[src/rtl/shift_pkg.sv]
// Shared encodings for the shift/rotate unit and its arbiter.
// No logic; types and constants only.
package shift_pkg;

    localparam logic [1:0] MODE_SHL = 2'b00;
    localparam logic [1:0] MODE_SHR = 2'b01;
    localparam logic [1:0] MODE_ROL = 2'b10;
    localparam logic [1:0] MODE_ROR = 2'b11;

    typedef enum logic {
        ST_EMPTY = 1'b0,
        ST_FULL  = 1'b1
    } state_t;

    // One shift request as presented by a client.
    typedef struct packed {
        logic [3:0] dat;
        logic [1:0] shift;
        logic [1:0] mode;
    } op_t;

endpackage

[src/rtl/shift_unit.sv]
// 4-bit logical shift / rotate, modes shl, shr, rol, ror by 0..3.
// Latency: 0 cycles, purely combinational.
// Backpressure: none, no state.
module shift_unit
    import shift_pkg::*;
(
    input  logic [3:0] data,
    input  logic [1:0] shift,
    input  logic [1:0] mode,
    output logic [3:0] result
);

    logic [7:0] dbl_l;
    logic [7:0] dbl_r;

    // Rotations come from shifting the operand concatenated with itself.
    always_comb begin
        dbl_l  = {data, data} << shift;
        dbl_r  = {data, data} >> shift;
        result = data;
        case (mode)
            MODE_SHL: result = data << shift;
            MODE_SHR: result = data >> shift;
            MODE_ROL: result = dbl_l[7:4];
            MODE_ROR: result = dbl_r[3:0];
            default:  result = data;
        endcase
    end

endmodule

[src/rtl/shift_arbiter.sv]
// Round-robin share of one shift_unit between two requesters, single-entry result register.
// Latency: 1 cycle from accept to res_valid; one op per cycle while res_ready stays high.
// Backpressure: result held and both readies low while full and res_ready is low.
module shift_arbiter
    import shift_pkg::*;
#(
    parameter int CNT_W = 8
) (
    input  logic             clk,
    input  logic             rst_n,
    input  logic             req0_valid,
    output logic             req0_ready,
    input  logic [3:0]       req0_data,
    input  logic [1:0]       req0_shift,
    input  logic [1:0]       req0_mode,
    input  logic             req1_valid,
    output logic             req1_ready,
    input  logic [3:0]       req1_data,
    input  logic [1:0]       req1_shift,
    input  logic [1:0]       req1_mode,
    output logic             res_valid,
    input  logic             res_ready,
    output logic [3:0]       res_data,
    output logic             res_id,
    output logic [CNT_W-1:0] ops_done
);

    state_t     state;
    logic       last_grant;
    op_t        op0;
    op_t        op1;
    op_t        gnt_op;
    logic       gnt_vld;
    logic       gnt_id;
    logic       can_accept;
    logic       accept;
    logic       consume;
    logic [3:0] shift_res;

    assign op0 = '{dat: req0_data, shift: req0_shift, mode: req0_mode};
    assign op1 = '{dat: req1_data, shift: req1_shift, mode: req1_mode};

    // With both requesting, the one not served last wins; otherwise the lone requester.
    assign gnt_vld = req0_valid | req1_valid;
    assign gnt_id  = (req0_valid & req1_valid) ? ~last_grant : req1_valid;
    assign gnt_op  = gnt_id ? op1 : op0;

    assign res_valid  = (state == ST_FULL);
    assign can_accept = (state == ST_EMPTY) | res_ready;
    assign accept     = rst_n & can_accept & gnt_vld;
    assign consume    = res_valid & res_ready;

    assign req0_ready = accept & ~gnt_id;
    assign req1_ready = accept & gnt_id;

    shift_unit u_shift (
        .data   (gnt_op.dat),
        .shift  (gnt_op.shift),
        .mode   (gnt_op.mode),
        .result (shift_res)
    );

    always_ff @(posedge clk) begin
        if (!rst_n) begin
            state      <= ST_EMPTY;
            res_data   <= 4'd0;
            res_id     <= 1'b0;
            last_grant <= 1'b1;
            ops_done   <= '0;
        end else begin
            if (consume) begin
                ops_done <= ops_done + CNT_W'(1);
            end
            if (accept) begin
                res_data   <= shift_res;
                res_id     <= gnt_id;
                last_grant <= gnt_id;
                state      <= ST_FULL;
            end else if (consume) begin
                state <= ST_EMPTY;
            end
        end
    end

endmodule
[config.mk]
export PLATFORM = sky130hd
export DESIGN_NAME = shift_arbiter
export DESIGN_NICKNAME = d
export VERILOG_FILES = /design/src/rtl/shift_pkg.sv /design/src/rtl/shift_unit.sv /design/src/rtl/shift_arbiter.sv
export SDC_FILE = /design/constraint.sdc
export NUM_CORES = 1
export LEC_CHECK = 0
export CAP_MARGIN = 5
export CORE_AREA = 2 2 61 63
export DETAILED_ROUTE_END_ITERATION = 16
export DIE_AREA = 0 0 63 65
export PLACE_DENSITY = 0.72
export RECOVER_POWER = 50
export SLEW_MARGIN = 20
export SYNTH_ARGS = -nofsm -noshare
export SYNTH_HDL_FRONTEND = slang
export SYNTH_SLANG_ARGS = --single-unit
[constraint.sdc]
create_clock -name clk -period 1.4 [get_ports clk]
set_input_delay 0.14 -clock clk [delete_from_list [all_inputs] [get_ports clk]]
set_output_delay 0.14 -clock clk [all_outputs]
set_load 0.1 [all_outputs]
; Word level (Yosys, flattened, before mapping)
; Index checks and enable logic that the tools add are counted.
[classes]
n_addsub = 1
multipliers = 0
div = 0
n_lt_le_gt_ge = 0
eq_ne = 3
shifts = 4
muxes = 5
bitwise = 11
reduce_logical = 2
[ops]
columns = op, count
row1 = one-hot mux 4 bit (4 select lines), 1
row2 = "adder 8 x 1 -> 8 bit, second input constant", 1
row3 = 2-to-1 mux 8 bit, 1
row4 = << shifter 8 x 2 -> 8 bit, 1
row5 = >> shifter 8 x 2 -> 4 bit, 1
row6 = bitwise AND 1 bit, 6
row7 = "equality test 2 bit, second input constant", 2
row8 = << shifter 4 x 2 -> 4 bit, 1
row9 = >> shifter 4 x 2 -> 4 bit, 1
row10 = 2-to-1 mux 1 bit, 3
row11 = NOT 1 bit, 3
row12 = "equality test 2 x 1 -> 1 bit, second input constant", 1
row13 = logical NOT 2 bit, 1
row14 = bitwise OR 1 bit, 2
row15 = nonzero test 2 bit, 1
[totals]
regBits = 15
latch_bits = 0
ramBits = 0
rom_bits = 0
inputBits = 21
elab_cells = 31
mem_count = 0

; Logic depth before layout (Yosys ltp)
; Gate-level depths: netlist (run 1).
[logic_depth]
ltp_word = 5
depth_mapped = 6
mapped_depth_nobuf = 5

; Hierarchy
; Synthesis (run 1) repeated with hierarchy kept, for this count alone.
[hier_totals]
cells_unflattened = 123
area_unflattened_um2 = 987.2
[modules_own_cells]
columns = mod, instances, cells_each, area_per_inst_um2, seq_area_each_um2
row1 = shift_arbiter, 1, 84, 726.9, 300.3
row2 = shift_unit, 1, 39, 260.2, 0.0

; Worst setup path before layout (run 1)
; OpenSTA, ideal clock, no wires.
[synth_path]
kind = flip-flop to flip-flop
startpoint = register state, in the netlist res_valid
endpoint = register res_id
setup_time_ps = 69
arrival_ps = 2669
path_slack_ps = -1339
stages_incl_launch_ff = 6
period_less_slack_ps = 2739
path_cell_list = dfxtp_1 -> or2b_2 -> nand3b_2 -> nor2_1 -> a21oi_1 -> nor2b_1
[synth_between]
elab_chain_cells = 4
[synth_rtl]
columns = item, line
row1 = "start, declared", shift_arbiter.sv:28  ; state_t state;
row2 = "start signal, assigned", shift_arbiter.sv:65  ; state <= ST_EMPTY;
row3 = "start signal, assigned", shift_arbiter.sv:78  ; state <= ST_FULL;
row4 = "start signal, assigned", shift_arbiter.sv:80  ; state <= ST_EMPTY;
row5 = NOT 1 bit, shift_arbiter.sv:49  ; assign can_accept = (state == ST_EMPTY) | res_ready;
row6 = bitwise OR 1 bit, shift_arbiter.sv:49
row7 = bitwise AND 1 bit (2 in series), shift_arbiter.sv:50  ; assign accept = rst_n & can_accept & gnt_vld;
row8 = "end signal, assigned", shift_arbiter.sv:76  ; res_id <= gnt_id;
row9 = "end, declared", shift_arbiter.sv:24  ; output logic res_id,
; No other way between the ends.
; A chain may end at the register's enable or synchronous reset.

; Final worst setup path (run 1)
[layout_path]
startpoint = register last_grant
endpoint = register res_data[2]
[layout_between]
elab_chain_cells = 5
word_cells_on_any_way = 12
classes_between = eq/ne: 3 / shift: 4 / mux: 3 / bitwise: 1 / reduce/logical: 1
[layout_rtl]
columns = item, line
row1 = "start, declared", shift_arbiter.sv:29  ; logic last_grant;
row2 = "start signal, assigned", shift_arbiter.sv:77  ; last_grant <= gnt_id;
row3 = NOT 1 bit *, shift_arbiter.sv:45  ; assign gnt_id = (req0_valid & req1_valid) ? ~last_grant : req1_valid;
row4 = 2-to-1 mux 1 bit *, shift_arbiter.sv:45
row5 = 2-to-1 mux 8 bit *, shift_arbiter.sv:46  ; assign gnt_op = gnt_id ? op1 : op0;
row6 = >> shifter 8 x 2 -> 4 bit (tied with other cells), shift_unit.sv:19  ; dbl_r = {data, data} >> shift;
row7 = one-hot mux 4 bit (4 select lines) *, shift_unit.sv:21  ; case (mode)
row8 = "end signal, assigned", shift_arbiter.sv:75  ; res_data <= shift_res;
row9 = "end, declared", shift_arbiter.sv:23  ; output logic [3:0] res_data,
; Mark *: on every way between the ends. The rest lies on a longest branch, timed or not.

==> results of run 1 <==
==> where the power goes <==
part / internal, mW / switching, mW
clock: 0.106 / 0.143
combinational: 0.335 / 0.438
sequential: 0.441 / 0.0253
total: 0.882 / 0.606
==> worst max path at each step <==
stage | from | end | slack (ns) | depth (start not counted)
2_1_floorplan | res_valid | res_id | -0.20 | 5
3_3_place_gp | req1_valid | res_data[2] | -0.46 | 7
3_5_place_dp | req0_valid | res_data[2] | -0.48 | 6
4_1_cts | last_grant | req1_ready | -0.1 | 4
5_1_grt | last_grant | res_data[2] | -0.15 | 5
6_report | last_grant | res_data[2] | -0.1 | 5
==> repair_timing <==
item / 4_1_cts / 5_1_grt
endpoints found under the setup margin: 6 / 6
resized for setup: 20 / 14
pin swaps: 5 / 5
buffers inserted: 5 / 2
==> layout make-up <==
class / count / area, um2 / share of cell area [%]
Multi-Input combinational cell: 130 / 1060 / 48.2
Timing Repair Buffer: 78 / 716 / 32.4
Sequential cell: 15 / 334 / 15.1
Tap cell: 48 / 60.1 / 2.72
Clock buffer: 3 / 22.5 / 1.02
Inverter: 2 / 7.51 / 0.340
Clock inverter: 1 / 5.00 / 0.227
==> Yosys cell counts, types with 3 or more instances <==
master,instances,area share [%]
xnor2_1,6,3.9
nor2_1,9,2.5
and3_1,3,1.4
clkbuf_8,3,3.1
dfxtp_1,15,23
mux2i_1,10,7.5
a31oi_1,3,1.4
and2_1,6,2.8
a21oi_1,5,1.9
nand2_1,13,3.7
a21boi_0,5,2.8
nand3_1,14,5.3
mux2_2,5,4.2
nor2b_1,6,2.8
==> metrics by stage <==
stage / setup slack [ns] / std cells / total power [mW] / area (um2)
after detailed placement: -0.481 / 266 / 1.22 / 2150
after global placement: -0.458 / 266 / 1.21 / 2150
after floorplan: -0.195 / 157 / 0.911 / 1400
final: -0.0999 / 277 / 1.49 / 2210
after global routing: -0.146 / 277 / 1.56 / 2210
after CTS: -0.0981 / 275 / 1.51 / 2280
==> state kept, by name, summed over array words and instances, names as in the netlist <==
register / cells
res_id: 1
res_data: 4
last_grant: 1
res_valid: 1
ops_done: 8
==> routing by layer <==
metal	global-route usage (%)	share of wire, %	vias to the layer above	wire, um
met2	45.2	56	56	2380
met5	0	0	-	0
met3	2.08	5.2	4	223
li1	-	-	730	-
met1	20.4	38	698	1590
met4	8.89	1.1	0	45
==> kinds of logic (layout without fill, tap and decap cells) <==
| family | count (synthesis) | count (layout) | synth area share [%] |
|---|---|---|---|
| xor+xnor | 6 | 6 | 3.94 |
| mux | 17 | 17 | 14.4 |
| compound gates | 38 | 38 | 21.6 |
| simple gates | 68 | 68 | 28.9 |
| flops | 15 | 15 | 22.5 |
| fa+ha+maj | 1 | 1 | 0.938 |
| buf+inv | 12 | 84 | 7.69 |
==> critical path, delay by kind of cell, from the launching register on <==
family,cells,cell delay [ns]
compound gates,3,0.69
flops,1,0.37
buf+inv,1,0.15
simple gates,1,0.14
==> results.ini, run 1 <==
[power]
leakage_nw=0.946
irDropWorstVdd_mv=0.244
power_density_mw_per_mm2=674

[routing]
wl_um=4250
drc=0
wl_per_cell_um=15.3
ant_nets=0
via_per_inst=5.37
vias=1488
drt-initial-drc-count=57
first_pass_iters=4

[finish]
syn_to_final_growth_pct=65.7
post-route-util_pct=63.2
drive_gt1_share_pct=45.9
fillers=293
final_cell_mix=buf_4 (38), nand3_1 (13), nand2_1 (12)
nets=252
final_common_cell=buf_4
diodes=0

[global_routing]
antenna_found_initial=0
grt_max_degree=14
grt_pass1_vias=1562
overflow=0
grt_first_pass_wirelength_um=6950
grt_use_total_pct=21.3

[timing]
hold_viol_final=0
maxSlewViolCount=0
setup_viol=5
tightest_slew_ns=0.547
finalCriticalPeriod_ns=1.50
holdWs_ns=0.439
rsz0062_at_grt=true
finalClockSkew_ns=0.0160
period_share_pct=107
slew_headroom_pct=63.7
fmax_mhz=667
setup_tns_ns=-0.387
worst_slack_ns=-0.0999

[synthesis]
ys.flop_type=dfxtp_1
ys_ff_latch=15
synth_edf_count=0
yosys_warnings=0
syn_inst=157
syn-cell-area_mm2=0.00133
postSynth.asyncResetShare_pct=0
ys_types=54
synth_fp_nets=179
synth_area_per_cell_um2=8.50
yosysSeqAreaShare_pct=22.5

[outcome]
failed_checks=setup timing
status=finished, violations left

[setup_path]
rr_startpoint=last_grant
r2r_slack_ns=-0.1
critPathMaxFanout=7
rr_endpoint=res_data[2]
start_kind=flop
r2r_cells=5
end_kind=flop
cpPeakStageDelay_ns=0.37
critPathArrivalTime_ns=1.66
required_ns=1.56
worstPathCellList=a21bo_4 > buf_4 > and3_4 > o41ai_2 > a31oi_1
critPathKind=flop to flop
cpMaxStageDelayCell=dfxtp_4

[run]
maxCapViolations=0

[cts]
root_buffer=clkbuf_4
path_clk_slew_ns=0.10
htreeDepth=1
cts_buffers=3
clock_path_buffers=2
cts.hold.buffers_added=0
clk_latency_ns=0.29
cts_tree=done
clock-sinks=15

[floorplanning]
dieHeight_um=65
die_w_um=63
core_area_mm2=0.00350
pin_count=37
rows=22
die_area_mm2=0.00410
start_util_pct=38.2

[hold_path]
whs_path_depth=3
hold_class=input port to flop
worstHoldStart=res_ready
hold_end=res_valid

[placement]
dp_hpwl_um=3380
portBuffers=36
gp_congestion=0.880

(Power assumes the default switching activity.)
==> run 2: changes to the inputs <==
--- a/config.mk
+++ b/config.mk
@@ -15,3 +15,4 @@
 export SYNTH_ARGS = -nofsm -noshare
 export SYNTH_HDL_FRONTEND = slang
 export SYNTH_SLANG_ARGS = --single-unit
+export TNS_END_PERCENT = 100
==> results of run 2 <==
No change in the layout: final DEF, timing and power equal those of run 1.
==> run 3: changes to the inputs <==
--- a/config.mk
+++ b/config.mk
@@ -6,13 +6,15 @@
 export NUM_CORES = 1
 export LEC_CHECK = 0
 export CAP_MARGIN = 5
-export CORE_AREA = 2 2 61 63
+export CORE_AREA = 2 2 54 56
+export CTS_CLUSTER_SIZE = 14
 export DETAILED_ROUTE_END_ITERATION = 16
-export DIE_AREA = 0 0 63 65
-export PLACE_DENSITY = 0.72
+export DIE_AREA = 0 0 56 58
+export PLACE_DENSITY = 0.74
 export RECOVER_POWER = 50
 export SLEW_MARGIN = 20
 export SYNTH_ARGS = -nofsm -noshare
 export SYNTH_HDL_FRONTEND = slang
+export SYNTH_HIERARCHICAL = 1
 export SYNTH_SLANG_ARGS = --single-unit
 export TNS_END_PERCENT = 100
==> run 3 against run 2 <==
Compared with the run above: the run still ends with setup timing left; combinational power fell by 14%; fmax is 23% lower; die area shrank 21%; worst setup slack lost 0.44 ns; total power decreased by 7.6%; synthesized cell count fell by 22%; largest power group unchanged.
==> results.ini, run 3 <==
[outcome]
status=finished, violations left
failed_checks=setup timing

[placement]
portBuffers=36  ; unchanged
dp_hpwl_um=2520  ; -25%
gp_congestion=0.866  ; -1.7%
dp_cells=210  ; -21%

[setup_path]
rr_startpoint=last_grant
cpPeakStageDelay_ns=0.46  ; +0.09 ns
end_kind=flop
critPathArrivalTime_ns=2.11  ; +0.45 ns
worstPathCellList=a21boi_4 > buf_12 > mux2_4 > mux4_2 > mux2_4 > nand3_2 > o21ai_1
start_kind=flop
cpMaxStageDelayCell=mux4_2
cpMostUsedCell=mux2_4
startpoint=last_grant
required_ns=1.56  ; about the same
critPathMaxFanout=8  ; +1
critPathKind=flop to flop

[timing]
rsz0062_at_grt=true
worst_slack_ns=-0.545  ; -0.445 ns
fmax_mhz=514  ; -23%
finalClockSkew_ns=0.00660  ; -0.00936 ns
tightest_slew_ns=0.553  ; +0.00626 ns
setup_viol=6  ; +1
finalCriticalPeriod_ns=1.94  ; +0.445 ns
setup_tns_ns=-2.25  ; -1.86 ns
hold_viol_final=0  ; unchanged
slew_headroom_pct=63.3  ; -0.42 points
maxSlewViolCount=0  ; unchanged
period_share_pct=139  ; +32 points

[global_routing]
grt_pass1_vias=1211  ; -22%
overflow=0  ; unchanged
grt_max_degree=11  ; -3
grt_use_total_pct=19.5  ; -1.8 points
grt_first_pass_wirelength_um=5110  ; -26%
antenna_found_initial=0  ; unchanged

[power]
p_sw_uw=539  ; -11%
seq_power_share_pct=34.0  ; +2.6 points
power_density_mw_per_mm2=793  ; +18%
p_int_uw=836  ; -5.3%
switching_share_pct=39.2  ; -1.5 points
irDropWorstVdd_mv=0.599  ; +150%
leakage_nw=0.700  ; -26%
p_comb_share_pct=48.4  ; -3.5 points
clkPwrFrac_pct=17.6  ; +0.9 points

[routing]
via_per_inst=5.50  ; +2.5%
first_pass_iters=4  ; unchanged
wl_per_cell_um=14.5  ; -5.4%
wl_um=3130  ; -26%
ant_nets=0  ; unchanged
drc=0  ; unchanged
drt-initial-drc-count=23  ; -60%
vias=1189  ; -20%

[floorplanning]
core_area_mm2=0.00266  ; -24%
dieHeight_um=58  ; -11%
pin_count=37  ; unchanged
die_area_mm2=0.00325  ; -21%
start_util_pct=37.1  ; -1.1 points
rows=19  ; -14%
die_w_um=56  ; -11%

[synthesis]
ys.flop_type=dfxtp_1
yosysMostFrequentCell=dfxtp_1
synth_top_area_share_pct=30.4  ; +7.9 points
synth_common_cells=dfxtp_1 (15), a21oi_1 (12), nand2_1 (12), nand3_1 (12), o21ai_0 (12)
synth_fp_nets=145  ; -19%
ys_ff_latch=15  ; unchanged
synth_edf_count=0  ; unchanged
yosysTopAreaCell=dfxtp_1
postSynth.asyncResetShare_pct=0  ; unchanged
ys_types=34  ; -37%
synth_area_per_cell_um2=8.03  ; -5.5%
synth_area_leaders=dfxtp_1 (30%), mux2_2 (9.1%), a21oi_1 (6.1%), nand3_1 (6.1%), o21ai_0 (6.1%)
syn_inst=123  ; -22%
yosys_warnings=6  ; +6
yosysSeqAreaShare_pct=30.4  ; +7.9 points
syn-cell-area_um2=987  ; -26%

[cts]
clock-sinks=15  ; unchanged
path_clk_slew_ns=0.09  ; about the same
cts_tree=done
clock_path_buffers=2  ; unchanged
clk_latency_ns=0.27  ; -0.02 ns
cts_buffers=3  ; unchanged
htreeDepth=1  ; unchanged
cts.hold.buffers_added=0  ; unchanged
root_buffer=clkbuf_4

[finish]
top_register=ops_done
fillers=215  ; -27%
drive_gt1_share_pct=43.8  ; -2.1 points
syn_to_final_growth_pct=75.7
final_cell_mix=buf_4 (23), clkdlybuf4s50_1 (17), a21oi_1 (12)
final_cells=216  ; -22%
largest_reg_flops=8  ; unchanged
nets=208  ; -17%
reg_top3=ops_done: 8 flops, res_data: 4 flops
diodes=0  ; unchanged
final_common_cell=buf_4

[hold_path]
worstHoldStart=req1_valid
hold_class=input port to flop

[run]
maxCapViolations=0  ; unchanged

[run 3: final cells by class]
cell class	instances	area [um2]	share of cell area (%)
Inverter	4	18.8	1.08
Timing Repair Buffer	62	552	31.8
Sequential cell	15	333	19.2
Tap cell	31	38.8	2.24
Multi-Input combinational cell	100	766	44.2
Clock buffer	4	26.3	1.52
[run 3: logic make-up (layout without fill, tap and decap cells)]
logic type / Yosys count / count (layout) / share of synthesized area, %
multiplexers: 12 / 12 / 16.2
AO/OA/AOI/OAI: 38 / 38 / 22.8
buffers and inverters: 8 / 70 / 3.42
adder cells (fa/ha/maj): 1 / 1 / 1.27
XOR/XNOR: 2 / 2 / 1.77
flip-flops: 15 / 15 / 30.4
AND/OR/NAND/NOR: 47 / 47 / 24.1
[run 3: worst max-delay path, delay by kind of cell, from the launching register on]
kind	cells	cell delay [ns]
multiplexers	3	1.06
AO/OA/AOI/OAI	2	0.22
buffers and inverters	1	0.15
flip-flops	1	0.35
AND/OR/NAND/NOR	1	0.05
[run 3: worst paths after layout]
check                end  slack, ns  cells after the start
max reg2reg  res_data[0]      -0.54                      7
min reg2reg  res_data[0]       0.46                      2
max          res_data[0]      -0.54                      7
min            res_valid       0.44                      4
[run 3: through the flow]
stage | instance area (um2) | setup WS [ns] | hold WS [ns] | power [mW] | util, %
finish | 1730 | -0.545 | 0.437 | 1.37 | 65.1
global route | 1730 | -0.618 | 0.469 | 1.44 | 65.1
floorplan | 1110 | -0.553 | 0.290 | 0.884 | -
global placement | 1830 | -0.889 | 0.474 | 1.15 | 68.9
CTS | 1890 | -0.545 | 0.426 | 1.43 | 71.0
detailed placement | 1830 | -0.965 | 0.488 | 1.17 | 68.9
[run 3: what timing repair did]
| action | in CTS | in global routing |
|---|---|---|
| pin swaps | 3 | 2 |
| endpoints found under the setup margin | 6 | 6 |
| gates resized for setup | 10 | 3 |
| buffers inserted | 1 | 1 |
[run 3: per-layer routing]
metal  GRT usage [%]  wire length, um  up-vias
met1            21.9             1270      549
met3            2.01              109       10
li1                -                -      584
met5               0                0        -
met4            8.84               87        0
met2            37.1             1670       46
[run 3: power groups by stage]
stage                     sequential, mW  combinational, mW  clock [mW]
final                              0.467              0.666       0.242
after global routing               0.471              0.703       0.265
after CTS                          0.477              0.701       0.253
after floorplan                    0.634              0.249           0
after global placement             0.486              0.668           0
after detailed placement           0.487              0.685           0
